==> src/rtl/branch_unit_pkg.sv <==
// Shared constants for the branch unit: RV32I branch funct3 encodings and
// the FSM state type used by branch_unit.
package branch_unit_pkg;

    localparam logic [2:0] F3_BEQ  = 3'b000;
    localparam logic [2:0] F3_BNE  = 3'b001;
    localparam logic [2:0] F3_BLT  = 3'b100;
    localparam logic [2:0] F3_BGE  = 3'b101;
    localparam logic [2:0] F3_BLTU = 3'b110;
    localparam logic [2:0] F3_BGEU = 3'b111;

    typedef logic [1:0] state_t;

    localparam state_t ST_IDLE  = 2'd0;
    localparam state_t ST_EVAL  = 2'd1;
    localparam state_t ST_RESP  = 2'd2;
    localparam state_t ST_FLUSH = 2'd3;

endpackage

==> src/rtl/branch_unit_cond.sv <==
// Combinational branch condition decode. Flags come from the rs1-rs2
// subtract: n = signed less-than, z = equal, c = carry (unsigned rs1>=rs2).
// The overflow flag is not needed because n is already the signed compare.
module branch_cond
    import branch_unit_pkg::*;
(
    input  logic [2:0] funct3,
    input  logic       n,
    input  logic       z,
    input  logic       c,
    output logic       taken,
    output logic       illegal
);

    // Map funct3 onto the selected flag; reserved encodings flag illegal.
    always_comb begin
        taken   = 1'b0;
        illegal = 1'b0;
        case (funct3)
            F3_BEQ:  taken = z;
            F3_BNE:  taken = ~z;
            F3_BLT:  taken = n;
            F3_BGE:  taken = ~n;
            F3_BLTU: taken = ~c;
            F3_BGEU: taken = c;
            default: illegal = 1'b1;
        endcase
    end

endmodule

==> src/rtl/branch_unit.sv <==
// Branch resolution unit: accepts one request, evaluates the condition and
// target, presents the result until consumed, then optionally holds a
// pipeline flush for FLUSH_CYCLES cycles after a correctly aligned taken
// branch. Optional macro BRANCH_UNIT_STATS_EN adds saturating taken /
// not-taken counters.
//
// state | meaning
// IDLE  | ready for a request (in_ready=1)
// EVAL  | compute target and condition from latched operands
// RESP  | result valid, held until out_ready
// FLUSH | flush asserted, down-counter running
module branch_unit
    import branch_unit_pkg::*;
#(
    parameter int XLEN         = 32,
    parameter int FLUSH_CYCLES = 2
) (
    input  logic            clk,
    input  logic            rst_n,
    input  logic            in_valid,
    output logic            in_ready,
    input  logic [2:0]      funct3,
    input  logic [XLEN-1:0] pc,
    input  logic [XLEN-1:0] imm,
    input  logic            N,
    input  logic            Z,
    input  logic            C,
    input  logic            V,
    output logic            out_valid,
    input  logic            out_ready,
    output logic            taken,
    output logic            illegal,
    output logic            misaligned,
    output logic [XLEN-1:0] target,
    output logic            flush
`ifdef BRANCH_UNIT_STATS_EN
    ,
    output logic [31:0]     taken_cnt,
    output logic [31:0]     not_taken_cnt
`endif
);

    localparam logic       FLUSH_EN   = (FLUSH_CYCLES > 0);
    localparam logic [2:0] FLUSH_LOAD = (FLUSH_CYCLES > 0) ? 3'(FLUSH_CYCLES - 1) : 3'd0;

    state_t          state, state_nxt;
    logic [2:0]      flush_cnt;
    logic [2:0]      funct3_q;
    logic [XLEN-1:0] pc_q, imm_q;
    logic            n_q, z_q, c_q;
    logic            cond_taken, cond_illegal;
    logic [XLEN-1:0] sum;
    logic            accept, resp_hs, go_flush;
    logic            unused_v;

    // V is redundant with N for signed compares.
    assign unused_v = V;

    assign in_ready  = (state == ST_IDLE);
    assign out_valid = (state == ST_RESP);
    assign flush     = (state == ST_FLUSH);
    assign accept    = in_valid & in_ready;
    assign resp_hs   = out_valid & out_ready;
    assign go_flush  = FLUSH_EN & taken & ~misaligned;
    assign sum       = pc_q + imm_q;

    branch_cond u_cond (
        .funct3  (funct3_q),
        .n       (n_q),
        .z       (z_q),
        .c       (c_q),
        .taken   (cond_taken),
        .illegal (cond_illegal)
    );

    // Next-state decode.
    always_comb begin
        state_nxt = state;
        case (state)
            ST_IDLE:  if (in_valid) state_nxt = ST_EVAL;
            ST_EVAL:  state_nxt = ST_RESP;
            ST_RESP:  if (out_ready) state_nxt = go_flush ? ST_FLUSH : ST_IDLE;
            ST_FLUSH: if (flush_cnt == 3'd0) state_nxt = ST_IDLE;
            default:  state_nxt = ST_IDLE;
        endcase
    end

    // State register and flush down-counter.
    always_ff @(posedge clk or negedge rst_n) begin
        if (!rst_n) begin
            state     <= ST_IDLE;
            flush_cnt <= 3'd0;
        end else begin
            state <= state_nxt;
            if (resp_hs)
                flush_cnt <= FLUSH_LOAD;
            else if (state == ST_FLUSH && flush_cnt != 3'd0)
                flush_cnt <= flush_cnt - 3'd1;
        end
    end

    // Operand capture only on accept, so requests outside IDLE are ignored.
    always_ff @(posedge clk or negedge rst_n) begin
        if (!rst_n) begin
            funct3_q <= 3'd0;
            pc_q     <= '0;
            imm_q    <= '0;
            n_q      <= 1'b0;
            z_q      <= 1'b0;
            c_q      <= 1'b0;
        end else if (accept) begin
            funct3_q <= funct3;
            pc_q     <= pc;
            imm_q    <= imm;
            n_q      <= N;
            z_q      <= Z;
            c_q      <= C;
        end
    end

    // Result registers, written in EVAL and held through RESP.
    always_ff @(posedge clk or negedge rst_n) begin
        if (!rst_n) begin
            target     <= '0;
            taken      <= 1'b0;
            illegal    <= 1'b0;
            misaligned <= 1'b0;
        end else if (state == ST_EVAL) begin
            target     <= sum;
            taken      <= cond_taken;
            illegal    <= cond_illegal;
            misaligned <= cond_taken & (sum[1:0] != 2'b00);
        end
    end

`ifdef BRANCH_UNIT_STATS_EN
    // Saturating outcome counters, bumped once per consumed legal result.
    always_ff @(posedge clk or negedge rst_n) begin
        if (!rst_n) begin
            taken_cnt     <= 32'd0;
            not_taken_cnt <= 32'd0;
        end else if (resp_hs && !illegal) begin
            if (taken && taken_cnt != 32'hFFFF_FFFF)
                taken_cnt <= taken_cnt + 32'd1;
            else if (!taken && not_taken_cnt != 32'hFFFF_FFFF)
                not_taken_cnt <= not_taken_cnt + 32'd1;
        end
    end
`endif

endmodule
==> config.mk <==
export PLATFORM = sky130hd
export DESIGN_NAME = branch_unit
export DESIGN_NICKNAME = d
export VERILOG_FILES = /design/src/rtl/branch_unit_pkg.sv /design/src/rtl/branch_unit_cond.sv /design/src/rtl/branch_unit.sv
export SDC_FILE = /design/constraint.sdc
export NUM_CORES = 1
export LEC_CHECK = 0
export CORE_MARGIN = 1.5
export CORE_UTILIZATION = 50
export DETAILED_ROUTE_END_ITERATION = 8
export PLACE_DENSITY = 0.77
export SLEW_MARGIN = 10
export SYNTH_ARGS = -nofsm -noshare
export SYNTH_HDL_FRONTEND = slang
export SYNTH_SLANG_ARGS = --single-unit
export TNS_END_PERCENT = 20
==> constraint.sdc <==
create_clock -name clk -period 6.95 [get_ports clk]
set_clock_uncertainty 0.1 [all_clocks]
set_input_delay 1.39 -clock clk [delete_from_list [all_inputs] [get_ports clk]]
set_output_delay 1.39 -clock clk [all_outputs]
set_load 0.01 [all_outputs]
==> out/metrics.yaml, run 1 <==
status: "finished clean"
wl_per_cell_microns: 16.4
max_slew_margin: 0.459
fmax_ghz: 0.315
synth_top_area_share: 0.457
num_rows: 39
path_class: "reg -> out"
grt_busiest_layer: "met2"
h-tree-depth: 3
fin_crit_sh: 0.457
clockRootBuffer: "clkbuf_16"
maxCapViolCount: 0
design_area_sq_mm: 0.00760
yosys-top-cells-area: "dfrtp_1 46%, mux2_2 13%, ha_1 6.9%, a21oi_1 3.2%, nand2_1 3.0%"
syn_nets: 677
dpl_worst_slack_ns: 3.82
io_pins: 113
cts_inserted_buffers: 9
synth.largest_area_cell: "dfrtp_1"
grt_first_pass_wirelength_microns: 22500
dr.pass1.iters: 5
cts.path.max_buffers: 2
seq_area_sq_mm: 0.00275
synth-edff-count: 0
finalSetupViolations: 0
synth_async_sr_flop_share: 1.00
yosysWarnings: 0
holdBufCountCts: 0
drt_iter0_drc: 245
grt_pass1_vias: 4645
grt_use_met2: 0.372
dpl-instance-area_sq_mm: 0.00725
fin_tns_setup_ns: 0
r2r_slack_ns: 4.01
leakage_nw: 3.27
overflow: 0
die-area_sq_mm: 0.0127
finalPower_mw: 4.29
drc: 0
stdcell_count: 816
arrival_ns: 1.69
syn2layout_area_growth_pct: 26.1
coreArea_sq_mm: 0.0116
track_usage: 0.221
synth_cells: 568
vias: 4685
crit_path_max_fanout: 13
fillCellCount: 943
hold_viol: 0
min_period_ns: 3.18
drive_gt1_frac: 0.149
port_buffers: 111
wirelength_microns: 13400
worst_pin_slew_ns: 0.811
endpoint_kind: "primary output"
place_hpwl_microns: 9800
tritoncts: "yes"
syn_area_sq_mm: 0.00603
die_w_microns: 113
r2r-end: "target[28]"
antenna_found_initial: 0
grt_use_met1: 0.291
ant_nets: 0
min_path_cells: 2
via_per_inst: 5.74
dpl.cell_count: 800
ys_seq_elements: 110
yosysSeqAreaShare: 0.457
start_util: 0.521
grt_start_max_net_pins: 72
ctsResizeCount: 0
grt_use_met3: 0.0348
crit_start: "state[0]"
clk_latency_ns: 0.34
nets: 777
r2r_cells: 10
slew_viol_final: 0
crit_required_ns: 5.46
avgSynthCellArea_sq_um: 10.6
synth.distinct_cells: 59
synth_ff_type: "dfrtp_1"
fp.dieH_microns: 113
min_path_type: "reg -> reg"
rsz0062_at_grt: "false"
cts_setup_buffers: 0
utilization: 0.657
start_kind: "flop"
clk_pin_slew_ns: 0.07
fin_ws_ns: 3.77
timing.rr.start: "pc_q[0]"
powerDensity_mw_per_mm2: 565
gp_congestion: 0.896
fin_hold_ws_ns: 0.380
diodes: 0
multiInputGateArea_sq_mm: 0.00311
cts.sinks: 110
peakVddDrop_mv: 0.274
endpoint: "flush"
[critical path, stage by stage, from the launching register on]
cell and delay (ns):
dfrtp_1 0.59, and2_1 0.21, clkdlybuf4s50_1 0.54
[flip-flops by register name, indices dropped and copies added (netlist names)]
signal / cells
flush_cnt: 3
target: 32
c_q: 1
taken: 1
z_q: 1
imm_q: 32
funct3_q: 3
misaligned: 1
pc_q: 32
n_q: 1
illegal: 1
state: 2
[metal layers]
| metal | vias to the layer above | share of wire |
|---|---|---|
| met5 | - | 0 |
| met4 | 0 | 0.012 |
| met3 | 10 | 0.042 |
| met2 | 124 | 0.49 |
| met1 | 2273 | 0.46 |
| li1 | 2278 | - |
[worst min-delay path by stage]
stage            startpoint      endpoint  slack, ns
6_report         target[20]    target[20]       0.38
5_1_grt           target[3]     target[3]       0.41
4_1_cts          target[20]    target[20]       0.39
3_5_place_dp     target[20]    target[20]       0.37
3_3_place_gp     target[20]    target[20]       0.36
2_1_floorplan  flush_cnt[1]  flush_cnt[1]       0.37
[cell usage in the layout, fill, tap and decap left out, drive strengths merged, types with 8 or more instances in the layout]
cell type      instances
dfrtp                110
clkdlybuf4s50        110
mux2                  67
nand2                 48
o21ai                 43
a21oi                 40
ha                    33
nor2                  19
a21o                  18
inv                   18
nand4                 13
nand3                 12
xnor2                 11
clkbuf                11
xor2                   9
nor3                   9
o21bai                 8
[final cells by class]
cell class / count / area share
multi-input combinational: 414 / 0.409
sequential: 110 / 0.362
clock inverter: 5 / 0.0137
clock buffer: 11 / 0.0319
tap: 143 / 0.0235
timing repair buffer: 116 / 0.151
inverter: 17 / 0.00840
[synth_stat cells, types with 4 or more instances]
cell	number
a21o_1	18
a21oi_1	39
a31oi_1	4
and3_1	6
and4_1	4
clkbuf_1	24
dfrtp_1	110
ha_1	33
inv_1	16
mux2_2	67
mux2i_1	4
nand2_1	48
nand2b_1	6
nand3_1	12
nand4_1	13
nor2_1	19
nor2b_1	4
nor3_1	8
o2111ai_1	4
o21ai_0	31
o21ai_1	11
o21bai_1	8
or3_1	5
xnor2_1	11
xor2_1	9
[report_power, final]
group          total, mW  switching, mW  internal [mW]
clock              0.596          0.232          0.363
sequential          1.17          0.210          0.963
combinational       2.53           1.36           1.16
total               4.29           1.81           2.49
[logic make-up (layout without fill, tap and decap cells)]
logic type,after synthesis,count (layout),synth area share
compound gates,152,152,0.168
simple gates,137,137,0.115
flops,110,110,0.457
mux,71,71,0.132
buf+inv,44,149,0.0280
fa+ha+maj,34,34,0.0718
xor+xnor,20,20,0.0291
No activity file was read; power rests on OpenSTA's default activity.
==> run 2: changes to the inputs <==
==> constraint.sdc (replaced) <==
create_clock -name clk -period 3.1 [get_ports clk]
set_clock_uncertainty 0.1 [all_clocks]
set_input_delay 0.62 -clock clk [delete_from_list [all_inputs] [get_ports clk]]
set_output_delay 0.62 -clock clk [all_outputs]
set_load 0.01 [all_outputs]
==> run 2 against run 1 <==
Net effect: sequential cell count did not move; power up 120%; setup slack worse by 3.5 ns; sequential share of layout area decreased by 0.083 points; design area rose by 0.23%; die area is the same; core utilization grew 0.15 points; hold slack got worse by 0.27 ns; critical path type is now reg -> reg; largest power group unchanged.
==> out/metrics.yaml, run 2 (synthesis gave the netlist of run 1 again) <==
gp_congestion: 0.847  # was 0.896
r2r-end: "target[28]"  # unchanged
crit_required_ns: 3.23  # was 5.46 ns
endpoint_kind: "flop"  # was primary output
p_switching_mw: 4.11  # was 1.81 mW
r2r_slack_ns: 0.23  # was 4.01 ns
tritoncts: "yes"  # unchanged
start_util: 0.521  # unchanged
crit_path_max_fanout: 4  # was 13
fin_tns_setup_ns: 0  # unchanged
clockRootBuffer: "clkbuf_16"  # unchanged
final_cell_mix: "110 x dfrtp_1, 110 x clkdlybuf4s50_1, 67 x mux2_2, 48 x nand2_1, 39 x a21oi_1"  # unchanged
fp.dieH_microns: 113  # unchanged
overflow: 0  # unchanged
vias: 4742  # was 4,685
powerDensity_mw_per_mm2: 1260  # was 565 mW/mm^2
holdBufCountCts: 0  # unchanged
syn2layout_area_growth_pct: 26.4  # was 26.1%
leakage_nw: 3.28  # was 3.27 nW
combPwrFrac: 0.598  # was 0.588
reg_top3: "imm_q: 32 flops, pc_q: 32 flops, target: 32 flops"  # unchanged
slew_viol_final: 0  # unchanged
drive_gt1_frac: 0.153  # was 0.149
coreArea_sq_mm: 0.0116  # unchanged
diodes: 0  # unchanged
num_rows: 39  # unchanged
critPathMaxStageDelay_ns: 0.43  # was 0.59 ns
ctsResizeCount: 0  # unchanged
fin_crit_sh: 0.925
track_usage: 0.231  # was 0.221
min_path_type: "in -> async"  # was reg -> reg
grt_start_max_net_pins: 53  # was 72
wirelength_microns: 13800  # was 13,400 microns
place_hpwl_microns: 10300  # was 9800 microns
cts_inserted_buffers: 9  # unchanged
arrival_ns: 3.00  # was 1.69 ns
via_per_inst: 5.80  # was 5.74
cp_num_cells: 10  # was 2
maxCapViolCount: 0  # unchanged
status: "finished clean"  # unchanged
p_seq_frac: 0.272  # was 0.273
port_buffers: 111  # unchanged
p_int_mw: 5.52  # was 2.49 mW
path_class: "reg -> reg"  # was reg -> out
antenna_found_initial: 0  # unchanged
cp_slowest_cell: "o41ai_4"  # was dfrtp_1
wl_per_cell_microns: 16.8  # was 16.4 microns
critical_path.cell_chain: "ha_1, inv_1, fa_1, nand2b_1, a21oi_2, o41ai_4, o21ai_2, a2111oi_4, nor3_1, or3b_1"  # was and2_1, clkdlybuf4s50_1
fin_hold_ws_ns: 0.106  # was 0.380 ns
nets: 779  # was 777
peakVddDrop_mv: 0.550  # was 0.274 mV
finalSetupViolations: 0  # unchanged
h-tree-depth: 3  # unchanged
ant_nets: 0  # unchanged
drc: 0  # unchanged
worst_pin_slew_ns: 0.729  # was 0.811 ns
die_w_microns: 113  # unchanged
r2r_cells: 10  # unchanged
timing.rr.start: "pc_q[0]"  # unchanged
start_kind: "flop"  # unchanged
hold_viol: 0  # unchanged
rsz0062_at_grt: "false"  # unchanged
clk_pin_slew_ns: 0.07  # about the same
dr.pass1.iters: 4  # was 5
max_slew_margin: 0.514  # was 0.459
p_sw_frac: 0.427  # was 0.420
cts.path.max_buffers: 2  # unchanged
drt_iter0_drc: 276  # was 245
p_clk_frac: 0.130  # was 0.139
cts_setup_buffers: 0  # unchanged
grt_pass1_vias: 4796  # was 4,645
critPathTopFamily: "compound AO/OA/AOI/OAI gates"  # was flip-flops
io_pins: 113  # unchanged
crit_buf_inv: 1  # unchanged
dpl-instance-area_sq_mm: 0.00729  # was 0.00725 sq mm
design_area_sq_mm: 0.00762  # was 0.00760 sq mm
grt_first_pass_wirelength_microns: 23600  # was 22,500 microns
clk_latency_ns: 0.35  # was 0.34 ns
min_period_ns: 2.87
die-area_sq_mm: 0.0127  # unchanged
fmax_ghz: 0.349
cts.sinks: 110  # unchanged
run 2: cell type report:
type / instances / area (sq um)
fillers: 936 / 3950
multi-input cells: 414 / 3110
flip-flops and latches: 110 / 2750
repair buffers: 118 / 1190
clock buffers: 10 / 239
well taps: 143 / 179
clock inverters: 6 / 85.1
inverters: 17 / 63.8
run 2: metrics by stage:
stage | std cells | setup WS, ns | utilization | total power [mW]
3_5_place_dp | 802 | 0.256 | 0.631 | 8.33
5_1_grt | 818 | 0.0362 | 0.659 | 10.4
3_3_place_gp | 802 | 0.312 | 0.631 | 8.17
6_report | 818 | 0.231 | 0.659 | 9.63
2_1_floorplan | 568 | 0.538 | - | 6.64
4_1_cts | 818 | 0.232 | 0.659 | 9.63
run 2: worst register-to-register path, stage by stage, from the launching register on:
cell	delay, ns
dfrtp_1	0.38
ha_1	0.23
inv_1	0.08
fa_1	0.19
nand2b_1	0.17
a21oi_2	0.10
o41ai_4	0.44
o21ai_2	0.21
a2111oi_4	0.41
nor3_1	0.10
or3b_1	0.35
run 2: how the worst max path moves through the flow:
stage | startpoint | endpoint | slack (ns)
2_1_floorplan | pc_q[0] | target[28] | 0.54
3_3_place_gp | pc_q[0] | target[28] | 0.31
3_5_place_dp | pc_q[0] | target[28] | 0.26
4_1_cts | pc_q[0] | target[28] | 0.23
5_1_grt | pc_q[0] | target[28] | 0.04
6_report | pc_q[0] | target[28] | 0.23
run 2: metal layers:
metal,global-route usage,vias up,share of wire
met4,0.0574,0,0.0073
met1,0.315,2332,0.47
li1,-,2284,-
met3,0.0450,8,0.045
met5,0,-,0
met2,0.383,118,0.48
run 2: power by group through the flow:
stage	registers, mW	clock network [mW]	logic [mW]
2_1_floorplan	2.59	0	4.05
3_3_place_gp	2.61	0	5.55
3_5_place_dp	2.65	0	5.68
4_1_cts	2.63	1.28	5.72
5_1_grt	2.73	1.33	6.37
6_report	2.62	1.25	5.76
